## config.mk

```make
export PLATFORM = sky130hd
export DESIGN_NAME = fetch_unit_flat
export DESIGN_NICKNAME = d
export VERILOG_FILES = /design/src/rtl/fetch_pkg.sv /design/src/rtl/fetch_if.sv /design/src/rtl/fetch_queue.sv /design/src/rtl/fetch_unit.sv /design/src/flat_wrapper.sv
export SDC_FILE = /design/constraint.sdc
export NUM_CORES = 1
export LEC_CHECK = 0
export BUFFER_PORTS_ARGS = -buffer_cell sky130_fd_sc_hd__buf_2
export CAP_MARGIN = 40
export CORE_MARGIN = 5
export CORE_UTILIZATION = 40
export DETAILED_ROUTE_END_ITERATION = 10
export GPL_TIMING_DRIVEN = 0
export SYNTH_ARGS = -nofsm -noshare
export SYNTH_HDL_FRONTEND = slang
export SYNTH_SLANG_ARGS = --single-unit
```

## constraint.sdc

```tcl
create_clock -name clk -period 4.6 [get_ports clk]
set_input_delay 0.23 -clock clk [delete_from_list [all_inputs] [get_ports clk]]
set_output_delay 0.23 -clock clk [all_outputs]
set_load 0.01 [all_outputs]
```

## src/rtl/fetch_pkg.sv

```systemverilog
// fetch_pkg: shared state enum and widths for the instruction-fetch stage
package fetch_pkg;
  localparam int INST_W = 32;
  localparam int ADDR_W = 32;
  localparam logic [ADDR_W-1:0] PC_STEP = 32'd4;
  typedef enum logic [1:0] {IDLE, RUN, HALT} state_e;
endpackage

```

## src/rtl/fetch_if.sv

```systemverilog
// fetch_if: redirect, instruction-memory and decode handshakes of the fetch stage
interface fetch_if;
  import fetch_pkg::*;
  logic fetch_en;
  logic redirect_valid;
  logic [ADDR_W-1:0] redirect_pc;
  logic imem_req;
  logic [ADDR_W-1:0] imem_addr;
  logic imem_ready;
  logic imem_rvalid;
  logic [INST_W-1:0] imem_rdata;
  logic id_valid;
  logic [INST_W-1:0] id_inst;
  logic [ADDR_W-1:0] id_pc;
  logic id_ready;
  logic misalign_err;
  modport master(
    input fetch_en, redirect_valid, redirect_pc, imem_ready, imem_rvalid, imem_rdata, id_ready,
    output imem_req, imem_addr, id_valid, id_inst, id_pc, misalign_err
  );
  modport slave(
    output fetch_en, redirect_valid, redirect_pc, imem_ready, imem_rvalid, imem_rdata, id_ready,
    input imem_req, imem_addr, id_valid, id_inst, id_pc, misalign_err
  );
endinterface

```

## src/rtl/fetch_queue.sv

```systemverilog
// fetch_queue: synchronous FIFO with synchronous clear, zero output when empty
module fetch_queue #(
  parameter int W = 64,
  parameter int DEPTH = 2
) (
  input  logic                         clk,
  input  logic                         rst,
  input  logic                         clr,
  input  logic                         push,
  input  logic [W-1:0]                 din,
  input  logic                         pop,
  output logic [W-1:0]                 dout,
  output logic [$clog2(DEPTH+1)-1:0]   count
);
  localparam int AW = DEPTH > 1 ? $clog2(DEPTH) : 1;
  localparam int CW = $clog2(DEPTH + 1);
  logic [W-1:0] mem_q [DEPTH];
  logic [W-1:0] mem_d [DEPTH];
  logic [AW-1:0] rp_q, rp_d, wp_q, wp_d;
  logic [CW-1:0] cnt_q, cnt_d;
  function automatic logic [AW-1:0] inc(input logic [AW-1:0] p);
    return (p == AW'(DEPTH - 1)) ? '0 : p + 1'b1;
  endfunction
  always_comb begin
    mem_d = mem_q;
    if (push) mem_d[wp_q] = din;
    wp_d = push ? inc(wp_q) : wp_q;
    rp_d = pop ? inc(rp_q) : rp_q;
    cnt_d = cnt_q + CW'(push) - CW'(pop);
  end
  always_ff @(posedge clk) begin
    mem_q <= mem_d;
    if (rst || clr) begin
      rp_q <= '0;
      wp_q <= '0;
      cnt_q <= '0;
    end else begin
      rp_q <= rp_d;
      wp_q <= wp_d;
      cnt_q <= cnt_d;
    end
  end
  assign count = cnt_q;
  assign dout = (cnt_q != '0) ? mem_q[rp_q] : '0;
endmodule

```

## src/rtl/fetch_unit.sv

```systemverilog
// fetch_unit: fetch PC sequencing, imem requests and decode queue; FETCH_MISALIGN_CHK_EN adds misaligned-redirect halt
module fetch_unit import fetch_pkg::*; #(
  parameter logic [ADDR_W-1:0] RESET_PC = 32'h0000_0000,
  parameter int FQ_DEPTH = 2
) (
  input logic clk,
  input logic rst,
  fetch_if.master f
);
  localparam int CW = $clog2(FQ_DEPTH + 1);
  state_e state_q, state_d;
  logic [ADDR_W-1:0] fetch_pc_q, fetch_pc_d, tgt, rsp_pc;
  logic [CW-1:0] drop_cnt_q, drop_cnt_d, occ, outstanding;
  logic [INST_W+ADDR_W-1:0] head;
  logic mis, accept, enq, deq, flush;
  assign flush = f.redirect_valid;
  assign accept = f.imem_req & f.imem_ready;
  assign deq = f.id_valid & f.id_ready & ~flush;
  assign enq = f.imem_rvalid & ~flush & (drop_cnt_q == '0);
  assign f.imem_req = (state_q == RUN) && (int'(occ) - int'(deq) + int'(outstanding) < FQ_DEPTH) && !flush && !rst;
  assign f.imem_addr = fetch_pc_q;
  assign f.id_valid = occ != '0;
  assign {f.id_inst, f.id_pc} = head;
`ifdef FETCH_MISALIGN_CHK_EN
  logic err_q, err_d;
  assign mis = flush & (f.redirect_pc[1:0] != 2'b00);
  assign tgt = f.redirect_pc;
  assign err_d = err_q | mis;
  assign f.misalign_err = err_q;
  always_ff @(posedge clk) err_q <= rst ? 1'b0 : err_d;
`else
  assign mis = 1'b0;
  assign tgt = f.redirect_pc & ~ADDR_W'(3);
  assign f.misalign_err = 1'b0;
`endif
  always_comb begin
    state_d = (state_q == IDLE && f.fetch_en) ? RUN : (state_q == RUN && !f.fetch_en) ? IDLE : state_q;
`ifdef FETCH_MISALIGN_CHK_EN
    if (flush) state_d = mis ? HALT : (state_q == HALT) ? RUN : state_d;
`endif
    fetch_pc_d = flush ? (mis ? fetch_pc_q : tgt) : accept ? fetch_pc_q + PC_STEP : fetch_pc_q;
    drop_cnt_d = flush ? outstanding - CW'(f.imem_rvalid) : drop_cnt_q - CW'(f.imem_rvalid && drop_cnt_q != '0);
  end
  always_ff @(posedge clk) begin
    if (rst) begin
      state_q <= IDLE;
      fetch_pc_q <= RESET_PC;
      drop_cnt_q <= '0;
    end else begin
      state_q <= state_d;
      fetch_pc_q <= fetch_pc_d;
      drop_cnt_q <= drop_cnt_d;
    end
  end
  fetch_queue #(.W(ADDR_W), .DEPTH(FQ_DEPTH)) u_addr (
    .clk(clk), .rst(rst), .clr(1'b0),
    .push(accept), .din(f.imem_addr),
    .pop(f.imem_rvalid), .dout(rsp_pc), .count(outstanding)
  );
  fetch_queue #(.W(INST_W + ADDR_W), .DEPTH(FQ_DEPTH)) u_inst (
    .clk(clk), .rst(rst), .clr(flush),
    .push(enq), .din({f.imem_rdata, rsp_pc}),
    .pop(deq), .dout(head), .count(occ)
  );
endmodule

```

## src/flat_wrapper.sv

```systemverilog
// flat-port wrapper written by rule: the top's interface ports become plain ports
module fetch_unit_flat import fetch_pkg::*;
#(
  parameter logic [ADDR_W-1:0] RESET_PC = 32'h0000_0000,
  parameter int FQ_DEPTH = 2
)
  (clk, rst, f_fetch_en, f_redirect_valid, f_redirect_pc, f_imem_ready, f_imem_rvalid, f_imem_rdata, f_id_ready, f_imem_req, f_imem_addr, f_id_valid, f_id_inst, f_id_pc, f_misalign_err);
  fetch_if f_i ();
  input logic clk;
  input logic rst;
  input wire logic [$bits(f_i.fetch_en)-1:0] f_fetch_en;
  input wire logic [$bits(f_i.redirect_valid)-1:0] f_redirect_valid;
  input wire logic [$bits(f_i.redirect_pc)-1:0] f_redirect_pc;
  input wire logic [$bits(f_i.imem_ready)-1:0] f_imem_ready;
  input wire logic [$bits(f_i.imem_rvalid)-1:0] f_imem_rvalid;
  input wire logic [$bits(f_i.imem_rdata)-1:0] f_imem_rdata;
  input wire logic [$bits(f_i.id_ready)-1:0] f_id_ready;
  output wire logic [$bits(f_i.imem_req)-1:0] f_imem_req;
  output wire logic [$bits(f_i.imem_addr)-1:0] f_imem_addr;
  output wire logic [$bits(f_i.id_valid)-1:0] f_id_valid;
  output wire logic [$bits(f_i.id_inst)-1:0] f_id_inst;
  output wire logic [$bits(f_i.id_pc)-1:0] f_id_pc;
  output wire logic [$bits(f_i.misalign_err)-1:0] f_misalign_err;
  assign f_i.fetch_en = f_fetch_en;
  assign f_i.redirect_valid = f_redirect_valid;
  assign f_i.redirect_pc = f_redirect_pc;
  assign f_i.imem_ready = f_imem_ready;
  assign f_i.imem_rvalid = f_imem_rvalid;
  assign f_i.imem_rdata = f_imem_rdata;
  assign f_i.id_ready = f_id_ready;
  assign f_imem_req = f_i.imem_req;
  assign f_imem_addr = f_i.imem_addr;
  assign f_id_valid = f_i.id_valid;
  assign f_id_inst = f_i.id_inst;
  assign f_id_pc = f_i.id_pc;
  assign f_misalign_err = f_i.misalign_err;
  fetch_unit #(.RESET_PC(RESET_PC), .FQ_DEPTH(FQ_DEPTH)) u_core (.clk(clk), .rst(rst), .f(f_i));
endmodule
```

## After elaboration in Yosys (flattened, before gate mapping)

Index checks and enable logic that the tools add are counted.

- Register bits after elaboration: 235
- Bits in latches: 0
- Bits in writable memories: 0
- Memory bits (read-only): 0
- Input port bits: 71
- Memories: 0

- Add/subtract/negate cells: 13
- Multiply operators: 0
- Divide/modulo/power cells: 0
- $lt $le $gt $ge: 7
- Equality and inequality tests: 0
- Shifts and indexed selects: 0
- Mux-type cells: 23
- Bitwise gates (word level): 10
- Reduce and logical (&&, ||, !) cells: 20

Operator list:

| operator | number |
|---|---|
| $mux W64 | 5 |
| $mux W32 | 7 |
| $bwmux W128 | 1 |
| $bwmux W64 | 1 |
| $demux W64 S1 | 1 |
| $add A32 B3 Y32 | 1 |
| $add A32 B3 Y32 const B | 1 |
| $demux W32 S1 | 1 |
| $lt A32 B3 Y1 const B | 1 |
| $reduce_bool A2 Y1 | 5 |
| $ge A2 B2 Y1 const B | 4 |
| $logic_and A1 B1 Y1 | 8 |
| $not A1 Y2 | 4 |
| $sub A2 B1 Y2 | 4 |
| $mux W1 | 6 |
| $and A1 B1 Y1 | 5 |
| $add A1 B1 Y1 const B | 4 |
| $add A2 B1 Y2 | 2 |
| $logic_not A2 Y1 | 2 |
| $lt A2 B1 Y1 const B | 2 |
| $logic_not A1 Y1 | 3 |
| $sub A2 B1 Y3 | 1 |
| $mux W2 | 1 |
| $reduce_or A2 Y1 | 1 |
| other kinds (2) | 2 |

## Longest topological paths before layout

- Depth after elaboration: 12
- Depth in mapped cells: 21
- Depth with buffers taken out: 20

## Hierarchy

A second synthesis with hierarchy kept.

- Cells, all modules: 710
- Area, all modules: 9823.2 um^2

By module, submodules not included:

| module | times used | cells an instance | area each (um^2) | sequential area each (um^2) |
|---|---|---|---|---|
| fetch_queue (u_core.u_inst) | 1 | 287 | 5042.3 | 3923.8 |
| fetch_queue (u_core.u_addr) | 1 | 153 | 2630.0 | 2001.9 |
| fetch_unit | 1 | 270 | 2150.8 | 660.6 |

## Worst setup path after synthesis

No wires, ideal clock.

- Kind: register to register
- Start point: register u_core.u_inst.cnt_q[0] (netlist: u_core.u_inst.count[0])
- End point: register u_core.u_addr.mem_q[34] in the netlist's numbering (enable)
- Arrival: 4.269 ns
- Data required time: 4.183 ns
- Setup slack: -0.086 ns
- Cell stages (with the launch flop): 18
- Period minus slack after synthesis: 4.686 ns
- Cell sequence: dfxtp_1 nor2_1 inv_1 nand2_1 nor2_1 ha_1 ha_1 inv_1 ha_1 and2_1 o21ai_0 ha_1 nor4_2 a31oi_1 buf_2 nor2_4 inv_1 nor2_1

- Cells in the longest elaborated chain, start to end: 10

RTL lines:

| item | line | source |
|---|---|---|
| start, declared | fetch_queue.sv:20 | `logic [CW-1:0] cnt_q, cnt_d;` |
| start signal, assigned | fetch_queue.sv:40 | `cnt_q <= cnt_d;` |
| $reduce_bool A2 Y1 | fetch_unit.sv:22 | `assign f.id_valid = occ != '0;` |
| via f_id_valid | flat_wrapper.sv:20 | `output wire logic [$bits(f_i.id_valid)-1:0] f_id_valid;` |
| $and A1 B1 Y1 (2 in series) | fetch_unit.sv:18 | `assign deq = f.id_valid & f.id_ready & ~flush;` |
| $sub A2 B1 Y3 | fetch_unit.sv:20 | `assign f.imem_req = (state_q == RUN) && (int'(occ) - int'(deq) + int'(outstanding) < FQ_DEPTH) && !flush && !r ...` |
| $add A32 B3 Y32 | fetch_unit.sv:20 |  |
| $lt A32 B3 Y1 | fetch_unit.sv:20 |  |
| $logic_and A1 B1 Y1 (3 in series) | fetch_unit.sv:20 |  |
| $and A1 B1 Y1 | fetch_unit.sv:17 | `assign accept = f.imem_req & f.imem_ready;` |
| end signal, assigned | fetch_queue.sv:32 | `mem_q <= mem_d;` |
| end, declared | fetch_queue.sv:17 | `logic [W-1:0] mem_q [DEPTH];` |

The timed path passes the listed nets, and every way through them passes these cells.
A chain may end at the register's enable or synchronous reset.

## Worst setup path in the final report

- Start point: register u_core.u_inst.cnt_q[0] (netlist: u_core.u_inst.count[0])
- End point: register u_core.u_addr.cnt_q[0] (netlist: u_core.u_addr.count[0])

- Cells in the longest elaborated chain, start to end: 12

RTL lines:

| item | line | source |
|---|---|---|
| $reduce_bool A2 Y1 | fetch_unit.sv:22 |  |
| $and A1 B1 Y1 (2 in series) | fetch_unit.sv:18 |  |
| $sub A2 B1 Y3 (*) | fetch_unit.sv:20 |  |
| $add A32 B3 Y32 (*) | fetch_unit.sv:20 |  |
| $lt A32 B3 Y1 (*) | fetch_unit.sv:20 |  |
| $logic_and A1 B1 Y1 (*) (3 in series) | fetch_unit.sv:20 |  |
| $and A1 B1 Y1 (*) | fetch_unit.sv:17 |  |
| $add A2 B1 Y2 (*) | fetch_queue.sv:29 | `cnt_d = cnt_q + CW'(push) - CW'(pop);` |
| $sub A2 B1 Y2 (*) | fetch_queue.sv:29 |  |
| via u_core.u_addr.cnt_d[0] | fetch_queue.sv:20 |  |
| end signal, assigned | fetch_queue.sv:40 |  |
| end, declared | fetch_queue.sv:20 |  |

Mark *: on every way through the listed nets, which the timed path passes. The rest lies on a longest branch.

==> impl_metrics.tcl <==
set metrics [dict create \
    routed_wire_length_per_instance_um 17.8 \
    synth_area_leaders "edfxtp_1, mux2i_1, dfxtp_1" \
    synth_edf_count 184 \
    yosysWarnings 0 \
    dieWidth_um 164 \
    grt_pass1_wl_um 36000 \
    reg2reg_from "u_core.u_inst.count[0]" \
    final_critical_path_setup_slack_ns 0.243 \
    crit_slowest_cell "dfxtp_1" \
    maximum_buffer_depth_of_the_clock_tree 3 \
    post-route-period-util 0.947 \
    numPortBuffers 162 \
    critPathLaunchType "flop" \
    detail_route.first_pass.iterations 5 \
    grt_setup_unrepaired "no" \
    main_synth_ff_type "edfxtp_1" \
    holdCritPathClass "input port to flop" \
    final_period_minus_worst_setup_slack_ns 4.36 \
    critical_path_arrival_ns 4.74 \
    synthCells 711 \
    critical-path-top-cell-by-count "ha_1" \
    first_global_vias 6557 \
    synth_top_cell_by_area "edfxtp_1" \
    seq_power_share 0.513 \
    hold_viol 0 \
    synth_sequential_area_ratio 0.671 \
    dp.final_hpwl_um 15900 \
    insertion_delay_ns 0.52 \
    htree_levels 1 \
    synth.lib_cells_used.distinct 53 \
    max_cap_viol_count 0 \
    path_max_fanout 10 \
    total_routed_length_um 23200 \
    track_usage 0.171 \
    critical_path.max_stage_delay_ns 0.32 \
    cts_clock_pin_slew_for_the_worst_setup_and_hold_paths_ns 0.06 \
    setup_slack_placement_ns -0.210 \
    layout.nets 1055 \
    syn_to_final_growth_pct 27.9 \
    cts_tree "built" \
    switchingPower_mw 1.06 \
    num_io_pins 170 \
    crit_end "u_core.u_addr.count[0]" \
    postSynth.asyncResetShare 0 \
    std_cell_rows 56 \
    outcome "finished clean" \
    internal_power_mw 3.48 \
    die_h_um 164 \
    setup_viol 0 \
    relSlewSlack 0.447 \
    fmaxAchievable_mhz 230 \
    drt.antenna.violating_nets 0 \
    root_buffer "clkbuf_16" \
    switching_share 0.234 \
    via_count 6516 \
    finalClockSkew_ns 0.0156 \
    reg2reg_slack_ns 0.24 \
    syn_area_per_cell_um2 13.3 \
    p_leak_nw 4.43 \
    min_path_cells 3 \
    synthMostInstantiatedCell "edfxtp_1" \
    initialDrtViolationCount 388 \
    pwr_density_cell_nw_per_um2 376 \
    timing.reg2reg.worst_path_depth 20 \
    floorplan.initialDensity 0.404 \
    number_of_antenna_violations_at_the_first_check_in_global_routing 0 \
    setup_cp_type "flop to flop" \
    synth_commonest_cells "edfxtp_1, nor2_1, mux2i_1" \
    regToRegEndpoint "u_core.u_addr.count[0]" \
    die_area_um2 26800 \
    vdd_drop_max_uv 219 \
    cp.required_ns 4.98 \
    grt.overflow.total 0 \
    grt_start_max_net_pins 46 \
    cts_buffers 25 \
    gp_routability_congestion 0.829 \
    post_route_cells_drive_above_1_share 0.226 \
    synthesis.area_um2 9460 \
    worst-slew-pin-transition_ns 0.830 \
    crit_path_cell_trace "nor2_1 -> inv_1 -> nand2_1 -> nor2_1 -> ha_1 -> ha_1 -> inv_1 -> ha_1 -> and2_1 -> o21ai_0 -> ha_1 -> and4b_1 -> a31oi_1 -> buf_2 -> nor2_4 -> inv_1 -> ha_1 -> inv_1 -> ha_1 -> nor2b_1" \
    logic_gate_share_of_total_power 0.092 \
    num_antenna_cells 0 \
    drcViolationCount 0 \
    ys_seq_elements 225 \
    placeable_core_region_um2 23400 \
    drt-vias-per-instance 5.00 \
    synth_largest_type_area_fraction 0.584 \
    slew_viol_final 0 \
    worstSetupStartpoint "u_core.u_inst.count[0]" \
    cts.sinks 225 \
    total_power_mw 4.55 \
    share_clk_of_total_power 0.395 \
    critical_path.endpoint_type "flop" \
]
## how the worst min path moves through the flow
stage	startpoint	end
2_1_floorplan	f_imem_rdata[4]	u_core.u_inst.mem_q[100]
5_1_grt	f_redirect_pc[6]	u_core.f.imem_addr[6]
4_1_cts	f_redirect_pc[23]	u_core.f.imem_addr[23]
3_5_place_dp	f_imem_rdata[10]	u_core.u_inst.mem_q[106]
3_3_place_gp	f_imem_rdata[18]	u_core.u_inst.mem_q[114]
6_report	f_redirect_pc[23]	u_core.f.imem_addr[23]
## kinds of logic after synthesis
| family | share of synthesized area |
|---|---|
| DFF | 0.671 |
| adders and majority gates | 0.0246 |
| other | 0.000397 |
| buffers and inverters | 0.0274 |
| muxes | 0.0984 |
| and+or+nand+nor | 0.116 |
| AOI/OAI and AO/OA | 0.0532 |
| xor gates and xnor gates | 0.00926 |
## what timing repair did
action,in CTS,in global routing
hold endpoints to repair,88,0
hold buffers,56,0
setup buffers,0,0
setup endpoints to repair,0,2
resized for setup,0,2
## cell type report
cell class	count	area, um2
Fill cell	2069	11300
Sequential cell	225	6350
Multi-Input combinational cell	427	2890
Timing Repair Buffer	224	1470
Clock buffer	36	677
Tap cell	319	399
Buffer	42	181
Inverter	21	78.8
Clock inverter	10	56.3
## metal layers
| layer | share of wire | global-route usage | routed length [um] |
|---|---|---|---|
| met3 | 0.056 | 0.0263 | 1310 |
| met5 | 0 | 0 | 0 |
| met4 | 0.029 | 0.0602 | 681 |
| met1 | 0.44 | 0.222 | 10200 |
| met2 | 0.48 | 0.291 | 11100 |
## critical path, delay by kind of cell, from the launching register on
family / cells / cell delay, ns
adder cells (fa/ha/maj): 6 / 1.53
AO/OA/AOI/OAI: 2 / 0.53
AND/OR/NAND/NOR: 7 / 1.07
flip-flops: 1 / 0.32
buffers and inverters: 5 / 0.75
## per-stage QoR
stage          hold WS [ns]  instance area [um2]   util  cells  TNS (ns)
2_1_floorplan         0.329                 9470      -    715         0
3_3_place_gp          0.418                10700  0.457   1196   -148.02
3_5_place_dp          0.422                10800  0.462   1202     -2.94
4_1_cts            0.000449                12100  0.517   1304         0
5_1_grt              0.0501                12100  0.517   1304         0
6_report             0.0215                12100  0.517   1304         0
## flip-flops by register name, summed over array words and instances, names as in the netlist
signal / flops
u_core.u_inst.wp_q: 1
u_core.u_addr.count: 2
u_core.state_q: 1
u_core.u_addr.wp_q: 1
u_core.u_addr.mem_q: 60
u_core.drop_cnt_q: 2
u_core.u_inst.count: 2
u_core.f.imem_addr: 30
u_core.u_inst.rp_q: 1
u_core.u_inst.mem_q: 124
u_core.u_addr.rp_q: 1
## cells in the final DEF (no fill, tap or decap), types with 3 or more instances in the layout
| cell type | instances |
|---|---|
| o311ai_0 | 4 |
| conb_1 | 5 |
| nor2b_1 | 4 |
| clkbuf_16 | 25 |
| buf_2 | 165 |
| o21ai_0 | 10 |
| dlygate4sd3_1 | 56 |
| a31oi_1 | 17 |
| clkbuf_1 | 37 |
| dfxtp_1 | 41 |
| and3_1 | 4 |
| nand3b_1 | 3 |
| or4_1 | 4 |
| a211oi_1 | 3 |
| buf_12 | 3 |
| clkinv_2 | 5 |
| o211ai_1 | 12 |
| nand2b_1 | 4 |
| nor2_4 | 3 |
| or3_1 | 12 |
| a311oi_1 | 3 |
| nor3_1 | 12 |
| xnor2_1 | 7 |
| ha_1 | 17 |
| a221oi_1 | 3 |
| a21oi_1 | 13 |
| nand3_1 | 11 |
| buf_4 | 7 |
| nor2_1 | 110 |
| inv_1 | 21 |
| edfxtp_1 | 184 |
| a32oi_1 | 3 |
| buf_1 | 6 |
| nand4_1 | 10 |
| xor2_1 | 3 |
| nand2_1 | 33 |
| mux2i_1 | 93 |
## power by group through the flow
| stage | combinational [mW] | sequential [mW] | clock [mW] |
|---|---|---|---|
| final | 0.420 | 2.33 | 1.80 |
| after global routing | 0.462 | 2.34 | 1.93 |
| after CTS | 0.423 | 2.33 | 1.85 |
| after detailed placement | 0.384 | 2.38 | 0 |
| after global placement | 0.369 | 2.38 | 0 |
| after floorplan | 0.219 | 2.37 | 0 |
Power figures use the tool's default switching activity.
